File: config.mk
export PLATFORM = sky130hd
export DESIGN_NAME = life_datapath_7x7
export DESIGN_NICKNAME = d
export VERILOG_FILES = /design/src/rtl/life_pkg.sv /design/src/rtl/life_cell_rule.sv /design/src/rtl/life_datapath_7x7.sv
export SDC_FILE = /design/constraint.sdc
export NUM_CORES = 1
export LEC_CHECK = 0
export CAP_MARGIN = 20
export CORE_UTILIZATION = 63
export DETAILED_ROUTE_END_ITERATION = 6
export PLACE_DENSITY = 0.86
export SLEW_MARGIN = 40
export SYNTH_ARGS = -nofsm -noshare
export SYNTH_HDL_FRONTEND = slang
export SYNTH_SLANG_ARGS = --single-unit
File: constraint.sdc
create_clock -name clka -period 3.6 [get_ports clka]
set_input_delay 0.72 -clock clka [delete_from_list [all_inputs] [get_ports clka]]
set_output_delay 0.72 -clock clka [all_outputs]
set_load 0.01 [all_outputs]
File: src/rtl/life_pkg.sv
// Shared constants for the 7x7 Game of Life datapath: grid dimensions,
// program-pointer width and the mode encodings driven by the controlling FSM.
package life_pkg;

  localparam int ROWS  = 7;
  localparam int COLS  = 7;
  localparam int CELLS = ROWS * COLS;

  localparam int PTR_W = 6;
  localparam logic [PTR_W-1:0] PTR_LAST = PTR_W'(CELLS - 1);

  localparam logic [1:0] MODE_IDLE    = 2'b00;
  localparam logic [1:0] MODE_PROGRAM = 2'b01;
  localparam logic [1:0] MODE_RUN     = 2'b10;

  // Flat bit index of cell (r,c); row 0 occupies the low bits.
  function automatic int cell_idx(input int r, input int c);
    return r * COLS + c;
  endfunction

endpackage

File: src/rtl/life_cell_rule.sv
// Next-state rule for one Game of Life cell: live survives on 2 or 3
// neighbours, dead is born on exactly 3, everything else dies.
module life_cell_rule (
  input  logic       cur_i,
  input  logic [7:0] nbr_i,
  output logic       nxt_o
);

  logic [3:0] cnt;

  // Population count of the eight neighbours (0..8).
  always_comb begin
    cnt = 4'd0;
    for (int k = 0; k < 8; k++) begin
      cnt = cnt + {3'd0, nbr_i[k]};
    end
  end

  assign nxt_o = (cnt == 4'd3) | (cur_i & (cnt == 4'd2));

endmodule

File: src/rtl/life_datapath_7x7.sv
// Registered 7x7 Game of Life datapath. PROGRAM mode loads cells one per
// clock from two buttons through a wrapping pointer; RUN mode advances one
// generation per clock; IDLE/reserved hold the grid. stop clears everything.
// Optional macro LIFE_TORUS_EN wraps neighbour selection modulo 7 in both
// axes; without it, neighbours outside the grid read as dead.
module life_datapath_7x7
  import life_pkg::*;
(
  input  logic        clka,
  input  logic        rst_n,
  input  logic [1:0]  state,
  input  logic        btn0,
  input  logic        btn1,
  input  logic        stop,
  output logic [48:0] grid
);

  logic [CELLS-1:0] grid_q, grid_d;
  logic [CELLS-1:0] grid_nxt;
  logic [PTR_W-1:0] ptr_q, ptr_d;

  // Neighbour wiring and one rule instance per cell.
  for (genvar r = 0; r < ROWS; r++) begin : g_row
    for (genvar c = 0; c < COLS; c++) begin : g_col
      logic [7:0] nbr;
      for (genvar dr = -1; dr <= 1; dr++) begin : g_dr
        for (genvar dc = -1; dc <= 1; dc++) begin : g_dc
          if (!(dr == 0 && dc == 0)) begin : g_nb
            // Neighbour slot 0..7 in raster order, skipping the centre.
            localparam int SLOT = ((dr + 1) * 3 + (dc + 1) < 4) ?
                                  ((dr + 1) * 3 + (dc + 1)) :
                                  ((dr + 1) * 3 + (dc + 1) - 1);
            localparam int NR = r + dr;
            localparam int NC = c + dc;
`ifdef LIFE_TORUS_EN
            localparam int WR = (NR + ROWS) % ROWS;
            localparam int WC = (NC + COLS) % COLS;
            assign nbr[SLOT] = grid_q[cell_idx(WR, WC)];
`else
            if (NR < 0 || NR >= ROWS || NC < 0 || NC >= COLS) begin : g_out
              assign nbr[SLOT] = 1'b0;
            end else begin : g_in
              assign nbr[SLOT] = grid_q[cell_idx(NR, NC)];
            end
`endif
          end
        end
      end

      life_cell_rule u_rule (
        .cur_i (grid_q[cell_idx(r, c)]),
        .nbr_i (nbr),
        .nxt_o (grid_nxt[cell_idx(r, c)])
      );
    end
  end

  // Next-state selection: stop beats the mode; pointer only survives in PROGRAM.
  always_comb begin
    grid_d = grid_q;
    ptr_d  = '0;
    if (stop) begin
      grid_d = '0;
    end else begin
      case (state)
        MODE_PROGRAM: begin
          ptr_d = ptr_q;
          if (btn0 ^ btn1) begin
            grid_d[ptr_q] = btn1;
            ptr_d = (ptr_q == PTR_LAST) ? '0 : ptr_q + 6'd1;
          end
        end
        MODE_RUN: grid_d = grid_nxt;
        default:  grid_d = grid_q;
      endcase
    end
  end

  // State registers with asynchronous clear.
  always_ff @(posedge clka or negedge rst_n) begin
    if (!rst_n) begin
      grid_q <= '0;
      ptr_q  <= '0;
    end else begin
      grid_q <= grid_d;
      ptr_q  <= ptr_d;
    end
  end

  assign grid = grid_q;

endmodule

==> results.toml <==
[yosys]
synth_edf_count = 0
ys_ff_latch = 55
synth_ff_type = "dfrtp_1"
synth_xor_area_share_pct = 0.253
synth_cells = 1063
ys_warn_count = 0
synth_compound_area_share_pct = 15.1
ys_async_sr_fraction_pct = 100
yosys.area_share.simple_pct = 7.93
synth_most_common_cell = "inv_1"
synth_commonest_cells = "286 x inv_1, 144 x fa_1, 123 x ha_1"
synth_top_area_share_pct = 29.1
muxShareOfSynthArea_pct = 2.17
synth_nets = 1337
syn_area_mm2 = 0.00991
synth_area_leaders = "fa_1 29%, ha_1 16%, dfrtp_1 14%"
ys_types = 55
synth_top_family_by_area = "adder cells"
yosys.area.top_type = "fa_1"
synth_adder_area_share_pct = 44.6
seq_area_frac_synth_pct = 13.9
avgSynthCellArea_um2 = 9.32

[job]
maxCapViolCount = 0

[sta]
min_period_over_period_pct = 97.5
maxSlewViolCount = 0
fmax_ghz = 0.285
relSlewSlack_pct = 50.8
hold_viol = 0
finalSetupViolations = 0
finalCriticalPeriod_ps = 3510
skew_ps = 7.35
grt_setup_unrepaired = "true"
worst_pin_slew_ps = 735

[routing]
postRouteAntennaNets = 0
drt_iter0_drc = 816
dr_wl_met3_mm = 2.39
maxUsedRoutingLayer = "met4"
vias_per_cell = 6.13
drc_errors = 0
dr_wl_met2_mm = 12.6
first_pass_iters = 6
wl_per_cell_um = 19.7
wl_met1_mm = 9.87
via_count = 8151
wl_mm = 26.2

[clock_tree]
cts_buffers = 5
clkTransAtPathRegs_ps = 80
cts_tree = "done"
htree_levels = 2
root_buffer = "clkbuf_16"
cts_sinks = 55
clk_latency_ps = 310
cts_hold_buf = 0
cts_buffer_depth = 2

[layout]
area_delta_synth_final_pct = 11.3
drive_gt1_share_pct = 10.4
diodes = 0
layout.nets = 1393
fin_util_pct = 72.2
fill_cells = 1109
fin_cells = 1330

[pwr]
clkPwrFrac_pct = 27.8
leakagePower_nw = 5.38
pwr-share-comb_pct = 40.2
power.share.sequential_pct = 32.0
max-vdd-ir-drop_mv = 0.192
p_switching_mw = 0.783
switching_share_pct = 37.3
powerDensity_mw_per_mm2 = 190
p_int_mw = 1.32

[die]
dieArea_mm2 = 0.0162
initial_core_util_pct = 64.9
die_y_um = 127
ioPinCount = 56
core-area_mm2 = 0.0153
core.rowCount = 45
fp.dieW_um = 127

[outcome]
status = "complete, no violations"

[critical_path]
required_ps = 3820
cp_slowest_stage_delay_ps = 520
crit_path_start_kind = "register"
path_buf_inv = 3
path_cells = "ha_1 -> inv_1 -> fa_1 -> fa_1 -> inv_1 -> fa_1 -> inv_1 -> fa_1 -> a21oi_1 -> o211ai_1 -> o22a_1 -> o31ai_1"
critPathMostFrequentCell = "fa_1"
path_max_fanout = 5
end_kind = "register"
critical_path_class = "register to register"
cp_data_arrival_time_ps = 3730
cp_slowest_cell = "dfrtp_1"
critPathTopFamily = "adder cells"

[grt]
grt_use_total_pct = 34.2
grt_max_degree = 37
overflow = 0
grt_pass1_vias = 8375
grt_antenna_before_repair = 0
grt_pass1_wl_mm = 42.6

[min_path]
hold_path_class = "input port to asynchronous set/reset pin"

[placed_design]
gp_congestion = 0.969
post-place-cells = 1314
dp_hpwl_mm = 20.6
portBuffers = 55
-- kinds of logic (layout without fill, tap and decap cells) --
kind of cell / count (synthesis) / count (layout)
AO/OA/AOI/OAI: 217 / 217
AND/OR/NAND/NOR: 133 / 133
buffers and inverters: 368 / 424
XOR/XNOR: 2 / 2
adder cells (fa/ha/maj): 267 / 267
flip-flops: 55 / 55
multiplexers: 21 / 21
-- layer usage --
layer / track usage (%) / up-vias
met4: 16.0 / 0
met3: 7.08 / 123
li1: - / 3589
met1: 42.9 / 3994
met5: 0 / -
met2: 57.0 / 445
-- layout by cell type (no fill, tap or decap), drive strengths merged, types with 2 or more instances in the layout --
| master | synthesis | layout |
|---|---|---|
| o31ai | 13 | 13 |
| and3 | 3 | 3 |
| mux2i | 17 | 17 |
| inv | 286 | 284 |
| or3b | 6 | 6 |
| o22a | 10 | 10 |
| o21ai | 22 | 22 |
| clkinvlp | 0 | 2 |
| a31oi | 11 | 11 |
| o31a | 3 | 3 |
| nor4 | 19 | 19 |
| o2111ai | 22 | 22 |
| a221oi | 3 | 3 |
| a21oi | 46 | 46 |
| or3 | 6 | 6 |
| nor3b | 6 | 6 |
| nand3b | 5 | 5 |
| nand2b | 7 | 7 |
| fa | 144 | 144 |
| ha | 123 | 123 |
| nand2 | 22 | 22 |
| clkdlybuf4s50 | 0 | 54 |
| mux2 | 4 | 4 |
| o211ai | 28 | 28 |
| a211oi | 25 | 25 |
| nor2b | 3 | 3 |
| clkbuf | 22 | 6 |
| buf | 60 | 77 |
| nor2 | 15 | 15 |
| nor3 | 17 | 17 |
| dfrtp | 55 | 55 |
| o22ai | 16 | 16 |
| nand3 | 19 | 19 |
| a311oi | 2 | 2 |
| a211o | 11 | 11 |
-- power groups by stage --
stage	clock network, mW	registers, mW	logic (mW)
detailed placement	0	0.683	0.825
global placement	0	0.682	0.771
floorplan	0	0.687	0.557
global route	0.595	0.675	0.962
finish	0.583	0.672	0.844
CTS	0.574	0.671	0.833
-- sequential cells by signal, indices dropped and copies added, names as in the netlist --
name	cells
ptr_q	6
grid	49
-- worst paths after layout --
path / startpoint / endpoint / slack [ps] / depth (start not counted)
worst max-delay path: grid[31] / grid[38] / 90 / 12
worst min-delay path: rst_n / grid[42] / 390 / 1
worst max register to register: grid[31] / grid[38] / 90 / 12
worst min register to register: grid[0] / grid[0] / 670 / 2
max in group asynchronous: rst_n / ptr_q[5] / 2500 / 2
min in group clka: grid[0] / grid[0] / 670 / 2
-- area by class of cell --
| cell class | instances | area (µm²) | area share [%] |
|---|---|---|---|
| Inverter | 286 | 1080 | 9.81 |
| Clock buffer | 6 | 129 | 1.17 |
| Clock inverter | 1 | 30.0 | 0.272 |
| Multi-Input combinational cell | 640 | 6990 | 63.5 |
| Sequential cell | 55 | 1380 | 12.5 |
| Tap cell | 211 | 264 | 2.40 |
| Timing Repair Buffer | 131 | 1140 | 10.4 |
-- metrics by stage --
| step | area (µm²) | hold slack (ps) | setup TNS (ps) | total power, mW | setup WS, ps |
|---|---|---|---|---|---|
| 2_1_floorplan | 9910 | 424 | 0 | 1.24 | 335 |
| 3_3_place_gp | 10700 | 621 | 0 | 1.45 | 221 |
| 3_5_place_dp | 10800 | 642 | 0 | 1.51 | 120 |
| 4_1_cts | 10900 | 417 | 0 | 2.08 | 106 |
| 5_1_grt | 11000 | 437 | -66.8 | 2.23 | -49.2 |
| 6_report | 11000 | 393 | 0 | 2.10 | 88.8 |
-- repair_timing --
item / in CTS / in global routing
gates resized for setup: 0 / 6
endpoints found under the setup margin: 0 / 4
buffers inserted: 0 / 9
(Power assumes the default switching activity.)
==> variant, RTL diff (same flow settings) <==
Register the output `grid` once more, cleared by the reset; this adds one clock of latency there.
--- a/src/rtl/life_datapath_7x7.sv
+++ b/src/rtl/life_datapath_7x7.sv
@@ -87,7 +87,13 @@
     end
   end
 
-  assign grid = grid_q;
+  always_ff @(posedge clka or negedge rst_n) begin
+    if (!rst_n) begin
+      grid <= '0;
+    end else begin
+      grid <= grid_q;
+    end
+  end
 
 endmodule
 
Behaviour: not the same (a bounded check fails within 4 cycles, from zero or initial values and one cycle with rst_n low).
==> variant against the unedited design <==
The run now ends with setup timing left. Clock skew grew 2.2 ps. Global-route usage rose by 0.34 points. Setup slack worse by 150 ps. Clock power up 71%. Wire length rose by 9.9%. Sequential share of layout area increased by 8.7 points. Total power increased by 87%. Non-clock buffer count decreased by 8. Design area grew 11%. Sequential power increased by 96%. Sequential cell count increased by 49. Cell count is 4.8% higher. Area after synthesis rose by 8.4%.
==> variant: results (changes against the unedited design) <==
Power and ir drop
  – Sw Share: 38.1% (+0.85 points)
  – Psw: 1.50 mW (+91%)
  – Seq pwr share: 33.6% (+1.6 points)
  – Pwr/cell area: 320 nW/um^2 (+68%)
  – VDD IR max: 0.000252 V (+31%)

Timing
  – Worst clock skew: 9.55 ps (+2.20 ps)
  – Setup violations, final: 1 (+1)
  – Fin worst setup slack: -61.5 ps (-150 ps)
  – Final Hold Slack: 407 ps (+14.9 ps)
  – Setup TNS: -61.5 ps (-61.5 ps)

Place
  – Placed cell areas: 11900 um^2 (+11%)
  – DP HPWL: 21500 um (+4.3%)
  – Post-Place Worst Slack: 55.4 ps (-64.7 ps)
  – GPL Wtd Cong: 0.995 (+2.7%)

CTS
  – Root Driver: clkbuf_16
  – Clock Sink Count: 104 (+89%)
  – Clock latency on the worst-skew pair: 370 ps (+60 ps)
  – H-tree depth: 3 (+1)

Final layout
  – Buffers excl. clock: 123 (-6.1%)
  – ClkCell Share: 2.32% (+0.88 points)
  – Multi-input comb cells: 658 (+2.8%)
  – Clock buf count: 12 (+6)
  – Invs w/o clock: 273 (-4.5%)
  – Register area: 2610 um^2 (+89%)
  – Share of cells above drive strength 1: 9.37% (-1.0 points)
  – Fillers: 1119 (+0.90%)

Critical path
  – CP max stage cell: fa_1
  – Worst path max stage delay: 540 ps (+20 ps)
  – Critical path arrival: 3940 ps (+210 ps)
  – Critical path fanouts, max: 7 (+2)

Drt
  – Drt wl/cell: 20.7 um (+4.8%)
  – DR vias: 8717 (+6.9%)

Yosys
  – Multiplexer area fraction after synthesis: 1.77% (-0.40 points)
  – Synth top area cells: fa_1 27%, dfrtp_1 24%, ha_1 14%
  – Post-synthesis compound-gate area fraction: 13.3% (-1.9 points)
  – Cell count after synthesis: 1068 (+0.47%)
  – Post-synthesis adder-cell area fraction: 41.2% (-3.5 points)
  – Sequential-to-total area share from yosys stat: 24.2% (+10 points)
  – Synthesized area per cell: 10.1 um^2 (+7.9%)
  – Syn nets: 1342 (+0.37%)
  – Synth cell types: 50 (-9.1%)

Status
  – Status: complete, but fails checks
  – Failing checks: setup timing

GRT
  – GRT Util Overall: 34.6% (+0.34 points)
  – First-pass GRT wire length: 46600 um (+9.2%)
  – Vias in the first global route: 9057 (+8.1%)
  – Largest net degree at the start of global routing: 55 (+49%)
## variant: cell types whose count changed in the layout (fill, tap and decap cells not counted), moves of 11 or more
cell	change
dfrtp_1	+46
nor2_1	+38
o2111ai_1	-20
o31a_1	+18
inv_1	-13
o22ai_1	-11
## variant: timing repair
item / 4_1_cts / 5_1_grt
endpoints found under the hold margin: 0 / 0
setup buffers: 0 / 5
resized for setup: 0 / 12
endpoints found under the setup margin: 0 / 14
## variant: path summary, 6_finish.rpt
| check | start | endpoint |
|---|---|---|
| setup / recovery | grid_q[25] | grid_q[32] |
| hold / removal | rst_n | grid[21] |
| setup reg to reg | grid_q[25] | grid_q[32] |
| hold reg to reg | grid_q[48] | grid[48] |
| max in group asynchronous | rst_n | grid_q[33] |
| min in group clka | grid_q[48] | grid[48] |
## variant: routing by layer
layer  up-vias  global-route usage [%]  part of all wire [%]
li1       3738                       -                     -
met1      4245                    44.0                    37
met2       599                    55.6                    48
met3       133                    7.74                    10
met4         2                    18.1                   5.0
met5         -                       0                 0.090
